$ cat config.mk
export PLATFORM = sky130hd
export DESIGN_NAME = pc_fetch_unit
export DESIGN_NICKNAME = d
export VERILOG_FILES = /design/src/rtl/pc_fetch_unit.sv
export SDC_FILE = /design/constraint.sdc
export NUM_CORES = 1
export LEC_CHECK = 0
export BUFFER_PORTS_ARGS = -buffer_cell sky130_fd_sc_hd__buf_2
export CAP_MARGIN = 20
export CELL_PAD_IN_SITES_DETAIL_PLACEMENT = 0
export CELL_PAD_IN_SITES_GLOBAL_PLACEMENT = 2
export CORE_ASPECT_RATIO = 1.4
export CORE_MARGIN = 10
export CORE_UTILIZATION = 27
export CTS_BUF_LIST = sky130_fd_sc_hd__clkbuf_8
export DETAILED_ROUTE_END_ITERATION = 12
export GPL_ROUTABILITY_DRIVEN = 0
export PLACE_DENSITY = 0.82
export SLEW_MARGIN = 20
export SYNTH_ARGS = -nofsm -noshare
export SYNTH_HDL_FRONTEND = slang
export SYNTH_SLANG_ARGS = --single-unit
$ cat constraint.sdc
create_clock -name i_clk -period 2.9 [get_ports i_clk]
set_input_delay 0.87 -clock i_clk [delete_from_list [all_inputs] [get_ports i_clk]]
set_output_delay 0.87 -clock i_clk [all_outputs]
set_load 0.01 [all_outputs]
$ cat src/rtl/pc_fetch_unit.sv
// pc_fetch_unit: instruction-fetch stage. Holds the PC, presents it to the
// instruction memory and captures the returned word into the IF/ID register.
// Supports stall, branch/jump redirect with squash, PC wrap, target word
// alignment, halt on the syscall word and a saturating fetch counter.
module pc_fetch_unit #(
    parameter int                      PC_WIDTH    = 8,
    parameter int                      INSTR_WIDTH = 32,
    parameter logic [PC_WIDTH-1:0]     RESET_PC    = 8'h00,
    parameter logic [INSTR_WIDTH-1:0]  HALT_WORD   = 32'h0000_000C
) (
    input  logic                    i_clk,
    input  logic                    i_rst,
    output logic [PC_WIDTH-1:0]     o_pc,
    input  logic [INSTR_WIDTH-1:0]  i_instruct,
    input  logic                    i_stall,
    input  logic                    i_branch_taken,
    input  logic [PC_WIDTH-1:0]     i_branch_target,
    input  logic                    i_jump,
    input  logic [PC_WIDTH-1:0]     i_jump_target,
    output logic [INSTR_WIDTH-1:0]  o_if_id_instr,
    output logic [PC_WIDTH-1:0]     o_if_id_pc_plus4,
    output logic                    o_if_id_valid,
    output logic                    o_halted,
    output logic                    o_align_err,
    output logic [15:0]             o_fetch_count
);

    typedef enum logic [1:0] {
        S_BOOT = 2'd0,
        S_RUN  = 2'd1,
        S_HALT = 2'd2
    } state_t;

    localparam logic [PC_WIDTH-1:0] PC_STEP    = PC_WIDTH'(4);
    localparam logic [PC_WIDTH-1:0] ALIGN_MASK = {{(PC_WIDTH-2){1'b1}}, 2'b00};

    state_t                   r_state;
    logic [PC_WIDTH-1:0]      r_pc;
    logic [INSTR_WIDTH-1:0]   r_if_id_instr;
    logic [PC_WIDTH-1:0]      r_if_id_pc_plus4;
    logic                     r_if_id_valid;
    logic                     r_halted;
    logic                     r_align_err;
    logic [15:0]              r_fetch_count;

    logic                     w_redirect;
    logic [PC_WIDTH-1:0]      w_target;
    logic [PC_WIDTH-1:0]      w_pc_plus4;
    logic                     w_target_misaligned;

    // Redirect target selection: branch has priority over jump.
    always_comb begin
        w_redirect = i_branch_taken | i_jump;
        if (i_branch_taken) begin
            w_target = i_branch_target;
        end else begin
            w_target = i_jump_target;
        end
        w_target_misaligned = (w_target[1:0] != 2'b00);
        w_pc_plus4          = r_pc + PC_STEP;   // wraps modulo 2^PC_WIDTH
    end

    // Fetch FSM together with PC, IF/ID register, flags and fetch counter.
    always_ff @(posedge i_clk) begin
        if (i_rst) begin
            r_state          <= S_BOOT;
            r_pc             <= RESET_PC;
            r_if_id_instr    <= {INSTR_WIDTH{1'b0}};
            r_if_id_pc_plus4 <= {PC_WIDTH{1'b0}};
            r_if_id_valid    <= 1'b0;
            r_halted         <= 1'b0;
            r_align_err      <= 1'b0;
            r_fetch_count    <= 16'h0000;
        end else begin
            r_align_err <= 1'b0;
            case (r_state)
                S_BOOT: begin
                    // Memory needs one cycle to present the word at RESET_PC.
                    r_if_id_valid <= 1'b0;
                    r_state       <= S_RUN;
                end
                S_RUN, S_HALT: begin
                    if (w_redirect) begin
                        // Redirect beats stall and squashes the IF/ID slot.
                        r_pc          <= w_target & ALIGN_MASK;
                        r_if_id_valid <= 1'b0;
                        r_align_err   <= w_target_misaligned;
                        r_halted      <= 1'b0;
                        r_state       <= S_RUN;
                    end else if (i_stall) begin
                        r_state <= r_state;
                    end else if (r_state == S_HALT) begin
                        // Halted: PC frozen, drain the last valid word once decode accepts it.
                        r_if_id_valid <= 1'b0;
                    end else begin
                        r_if_id_instr    <= i_instruct;
                        r_if_id_pc_plus4 <= w_pc_plus4;
                        r_if_id_valid    <= 1'b1;
                        r_pc             <= w_pc_plus4;
                        if (r_fetch_count != 16'hFFFF) begin
                            r_fetch_count <= r_fetch_count + 16'd1;
                        end else begin
                            r_fetch_count <= r_fetch_count;
                        end
                        if (i_instruct == HALT_WORD) begin
                            r_halted <= 1'b1;
                            r_state  <= S_HALT;
                        end else begin
                            r_state  <= S_RUN;
                        end
                    end
                end
                default: begin
                    r_state       <= S_BOOT;
                    r_if_id_valid <= 1'b0;
                    r_halted      <= 1'b0;
                end
            endcase
        end
    end

    assign o_pc             = r_pc;
    assign o_if_id_instr    = r_if_id_instr;
    assign o_if_id_pc_plus4 = r_if_id_pc_plus4;
    assign o_if_id_valid    = r_if_id_valid;
    assign o_halted         = r_halted;
    assign o_align_err      = r_align_err;
    assign o_fetch_count    = r_fetch_count;

endmodule

; Yosys cells after proc, flatten, opt, wreduce, memory -nomap -nowiden
; Index checks and enable logic that the tools add are counted.
[word_totals]
ff_bits = 69
inputBits = 53
out_inout_bits = 67
word_cells = 50
[classes]
n_addsub = 2
eq_ne = 9
muxes = 15
n_bitwise = 6
reduce_logical = 10
[ops]
columns = operator, count
row1 = $eq 32x4->1 const B, 1
row2 = $mux 8, 4
row3 = $add 16x1->16 const B, 1
row4 = $ne 16x16->1 const B, 1
row5 = $ne 3x3->1 const B, 3
row6 = $add 8x3->8 const B, 1
row7 = $mux 2, 4
row8 = $reduce_and 4->1, 2
row9 = $reduce_or 3->1, 2
row10 = $mux 1, 5
row11 = $not 1->1, 5
row12 = $reduce_and 5->1, 1
row13 = $pmux 2 s2, 1
row14 = $reduce_and 3->1, 1
row15 = $eq 2x1->1 const B, 1
row16 = $eq 2x2->1 const B, 1
row17 = $logic_not 2->1, 1
row18 = $ne 2x1->1 const B, 1
row19 = $ne 2x2->1 const B, 1
row20 = $pmux 1 s2, 1
row21 = $reduce_and 2->1, 1
row22 = $reduce_bool 2->1, 1
row23 = $reduce_or 2->1, 1
row24 = $or 1x1->1, 1

; Logic depth before layout (Yosys ltp)
[logic_depth]
ltp_word = 6
depth_mapped = 8
ltp_nobuf = 6

; Least setup slack after synthesis
; OpenSTA, ideal clock, no wires.
[synth_timing]
kind = input port to flip-flop
start = input port i_jump
end = register r_fetch_count[13] (netlist: o_fetch_count[13])
arrival_ns = 2.149
t_required_ns = 2.777
setup_slack_ns = 0.627
path_stages = 5
n_path_buf = 1
path_cell_list = buf_6 nor3b_4 nand4_4 a2111oi_4 mux2_1
[synth_between]
elab_chain_cells = 3
[synth_rtl]
columns = element, line
row1 = from (decl), 18  ; input logic i_jump,
row2 = $or 1x1->1, 53  ; w_redirect = i_branch_taken | i_jump;
row3 = $not 1->1 (no source line), -
row4 = $reduce_and 5->1 (no source line), -
row5 = to (signal assigned), 101  ; r_fetch_count <= r_fetch_count + 16'd1;
row6 = to (signal assigned), 103  ; r_fetch_count <= r_fetch_count;
row7 = to (decl), 44  ; logic [15:0] r_fetch_count;
; No other way between the ends.
; A chain may end at the register's enable or synchronous reset.

; Final worst setup path
[layout_timing]
start = register r_state[1]
end = register r_fetch_count[0] (netlist: o_fetch_count[0])
[layout_between]
elab_chain_cells = 3
[layout_rtl]
columns = element, line
row1 = from (decl), 37  ; state_t r_state;
row2 = from (signal assigned), 91  ; r_state <= r_state;
row3 = $eq 2x2->1 / $eq 2x1->1 (equally long branches), "76, 92"
row4 = $reduce_or 2->1 / $not 1->1 (equally long branches), -
row5 = $reduce_and 5->1 (no source line) *, -
; Every way passes the cells marked *; elsewhere a longest branch is shown, timed or not.

==> results summary <==
The run finished with clean final reports. The die outline height is around 150 um. The final critical path time including I/O delays and setup came out at around 2200 ps. The tree is rooted in a sky130_fd_sc_hd__clkbuf_8.

Clock tree synthesis found a total of 65 sinks. In this run the post-CTS setup repair buffer count came out at 0. The tightest hold path in the finished design has a slack of between 400 and 500 ps. The count of vias placed by the detailed router came out at roughly 3000.

The post-layout net count is between 500 and 600. The aggregate global-route resource usage came out at 12.7%. On the worst path, the slowest cell contributes a delay of around 400 ps. The critical path goes through inv_1 -> ha_1 -> nor3b_4 -> nand2_4 -> buf_4 -> or3_1 -> a21oi_1. The library cell used most frequently in the layout, excluding fill and tap cells, is sky130_fd_sc_hd__buf_2.

Summed over all cells, the static leakage comes to around 0.0017 uW. The final-layout fill cell count came out at ~1200. Setup violations remaining at the end of the flow were counted as 0.

The number of nets with antenna violations after routing is 0. The cell area after synthesis is a little over 3000 sq um. The share of power burned in the clock network came out at 40.1%. The final count of pins violating max slew came out at 0. The total power draw came out at between 2000 and 2500 uW. The min-delay analysis places its worst path in the category register to register. The count of unique library cells instantiated by Yosys came out at 47. The number of storage elements in the synthesis netlist is 65. The number of primary I/O pins came out at 120. The switching part of the total power is between 20% and 30%. In this run the worst path has a maximum fanout of 33. The number of buffers inserted by port buffering is about 120. Gates resized during post-CTS repair numbered 0. The clock tree from TritonCTS is done. The total buffers and inverters traversed by the critical path came out at 2. After detailed placement, the design holds a cell count of 610. The share of cells above drive strength 1 came out at between 20% and 30%. The ratio of final minimum period to clock period is 76.0%.

The final instance count without filler cells is roughly 630. The arrival time reported for the critical path endpoint is between 2000 and 2500 ps. The share of flip-flops with an asynchronous set or reset after synthesis came out at 0%. The total CTS buffers is 9. For this block, the routed nets add up to 9.94 mm of wire. The maximum frequency from static timing analysis is 454 MHz. The average instance in the mapped netlist occupies a little over 8 sq um. For this design, the CTS-stage hold fixing added 0 buffers. During synthesis, Yosys emitted a total of 0 warnings. After floorplanning, the core was sized to cover ~11000 sq um. In the routed design, unresolved DRC markers number 0.

The worst setup margin is 697 ps. STA classifies the critical path startpoint as a register. The post-detailed-placement half-perimeter wirelength came out at 7.47 mm. The number of iterations in the first detailed-routing pass came out at 4.

The CTS clock-pin slew for the worst setup and hold paths came out at approximately 70 ps. The number of endpoints with negative hold slack in the final report came to 0. Dividing total power by cell area gives a power density of between 500 and 600 nW/um^2. For this configuration, the core starts out at a cell density of between 20 and 30%. The combinational power share is between 10% and 20%. The global route total overflow came out at 0.

The worst-case IR drop observed on VDD is between 0.2 and 0.25 mV. CTS built an H-tree with a depth of 3. The area of the die is around 16000 sq um. The synthesis-to-finish area growth came out at 30.2%.

The switching power is roughly 520 uW. STA classifies the critical path endpoint as a register. The count of standard-cell rows is 45.

The number of global-route vias before repair is 3114. The internal portion of the total power is roughly 1500 uW. The number of antenna violations at the first check in global routing came to 0.

The number of standard cells after synthesis came out at 370. The wire length of the first global-routing pass came out at between 15 and 20 mm. The x dimension of the die is around 110 um. The number of enable flip-flop cells after synthesis is 0. The count of routing violations after the opening detailed-route iteration is roughly 140. The required time of the critical path is around 3200 ps. The count of max-cap constraint violations is 0. The clock insertion delay at the later pin of the skew report is approximately 350 ps. The count of inserted antenna diode cells came out at 0. The critical path start-end classification is register to register.

The sequential cell area fraction in the yosys report came out at between 40% and 50%. The cell with the largest stage delay on the worst path is sky130_fd_sc_hd__dfxtp_1. The part of the total power dissipated in sequential elements is a little under half. In the layout the commonest cells are sky130_fd_sc_hd__buf_2 (115), sky130_fd_sc_hd__nand2_1 (78), sky130_fd_sc_hd__dfxtp_1 (65).

After detailed routing, the average wire length per cell comes to ~16 um. Entering global routing, the biggest net connects 62 pins. The clock skew is about 7.8 ps. In the synthesized netlist the dominant register cell turns out to be sky130_fd_sc_hd__dfxtp_1. The actual transition at the worst max-transition pin came out at approximately 650 ps. The worst slack after detailed placement came out at between 400 and 500 ps. The summed negative setup slack over all endpoints came out at 0 ps. Setup repair after global routing left no endpoint under its margin. The kind of cell adding the most delay to the critical path is simple AND/OR/NAND/NOR gates. Headroom to the max-slew limit came out at 56.3%. The mean number of vias per cell came out at between 4 and 5. The clock passes through at most 2 buffers.
[per-layer routing]
metal	vias to the layer above	part of all wire (%)	track usage (%)
met5	-	0	0
met4	0	2.2	6.14
met3	16	7.1	4.34
met2	78	52	21.7
met1	1457	38	13.5
li1	1538	-	-
[worst paths after layout]
kind | startpoint | end | slack (ps) | cells past startpoint
max | r_state[1]$_SDFFE_PP0P_ | o_fetch_count[0]$_SDFFE_PP0P_ | 700 | 7
min reg2reg | o_if_id_instr[25]$_SDFFE_PP0P_ | o_if_id_instr[25]$_SDFFE_PP0P_ | 450 | 2
min | o_if_id_instr[25]$_SDFFE_PP0P_ | o_if_id_instr[25]$_SDFFE_PP0P_ | 450 | 2
max reg2reg | r_state[1]$_SDFFE_PP0P_ | o_fetch_count[0]$_SDFFE_PP0P_ | 700 | 7
[cells in the mapped netlist (all sizes together), types with 2 or more instances]
| master | count | area, sq um |
|---|---|---|
| a32o | 2 | 20.0 |
| nand4 | 6 | 52.6 |
| or4 | 7 | 52.6 |
| nor2b | 7 | 43.8 |
| or3 | 2 | 12.5 |
| dfxtp | 65 | 1300 |
| mux2i | 3 | 30.0 |
| a31oi | 2 | 12.5 |
| nand2 | 79 | 304 |
| nand3 | 9 | 45.0 |
| o31a | 3 | 26.3 |
| inv | 9 | 33.8 |
| a21oi | 51 | 255 |
| ha | 5 | 62.6 |
| nor4 | 14 | 93.8 |
| and4 | 4 | 35.0 |
| a211oi | 6 | 45.0 |
| o41ai | 3 | 26.3 |
| buf | 13 | 80.1 |
| o22ai | 2 | 12.5 |
| o21ai | 10 | 50.0 |
| and3 | 4 | 25.0 |
| nor2 | 21 | 81.3 |
| nor3 | 4 | 20.0 |
| xnor2 | 3 | 26.3 |
| clkbuf | 14 | 52.6 |
| mux2 | 5 | 56.3 |
| o31ai | 6 | 45.0 |
[power groups by stage]
stage               Sequential (uW)  Clock (uW)  Combinational, uW
floorplan                       980           0                134
global placement                971           0                256
detailed placement              972           0                259
CTS                             952         838                260
global route                    957         884                287
finish                          952         808                255
[worst register-to-register path: stages, from the launching register on]
cell	delay, ps
sky130_fd_sc_hd__dfxtp_1	390
sky130_fd_sc_hd__inv_1	60
sky130_fd_sc_hd__ha_1	340
sky130_fd_sc_hd__nor3b_4	270
sky130_fd_sc_hd__nand2_4	250
sky130_fd_sc_hd__buf_4	320
sky130_fd_sc_hd__or3_1	360
sky130_fd_sc_hd__a21oi_1	140
[per-stage QoR]
stage	cell area [sq um]	util [%]
CTS	3930	36.1
global placement	3720	34.2
floorplan	3030	-
global route	3930	36.1
detailed placement	3720	34.2
finish	3930	36.1
[layout make-up]
cell class,count,area (sq um),area share (%)
repair buffers,123,648,16.5
clock buffers,12,165,4.21
multi-input cells,272,1560,39.7
well taps,141,176,4.49
clock inverters,4,42.5,1.08
flip-flops and latches,65,1300,33.1
inverters,9,33.8,0.860
[logic make-up (layout without fill, tap and decap cells)]
family | Yosys count | after routing | synth area share [%]
and+or+nand+nor | 162 | 162 | 27.0
AOI/OAI and AO/OA | 90 | 90 | 18.4
DFF | 65 | 65 | 43.2
buffers and inverters | 36 | 148 | 5.52
muxes | 8 | 8 | 2.86
adders and majority gates | 5 | 5 | 2.07
xor gates and xnor gates | 3 | 3 | 0.872
other | 1 | 4 | 0.124
[registers in the layout, indices dropped and copies added (netlist names)]
register / count
o_align_err: 1
o_if_id_pc_plus4: 6
o_if_id_instr: 32
o_fetch_count: 16
o_if_id_valid: 1
o_halted: 1
r_state: 2
o_pc: 6
Power figures use the tool's default switching activity.
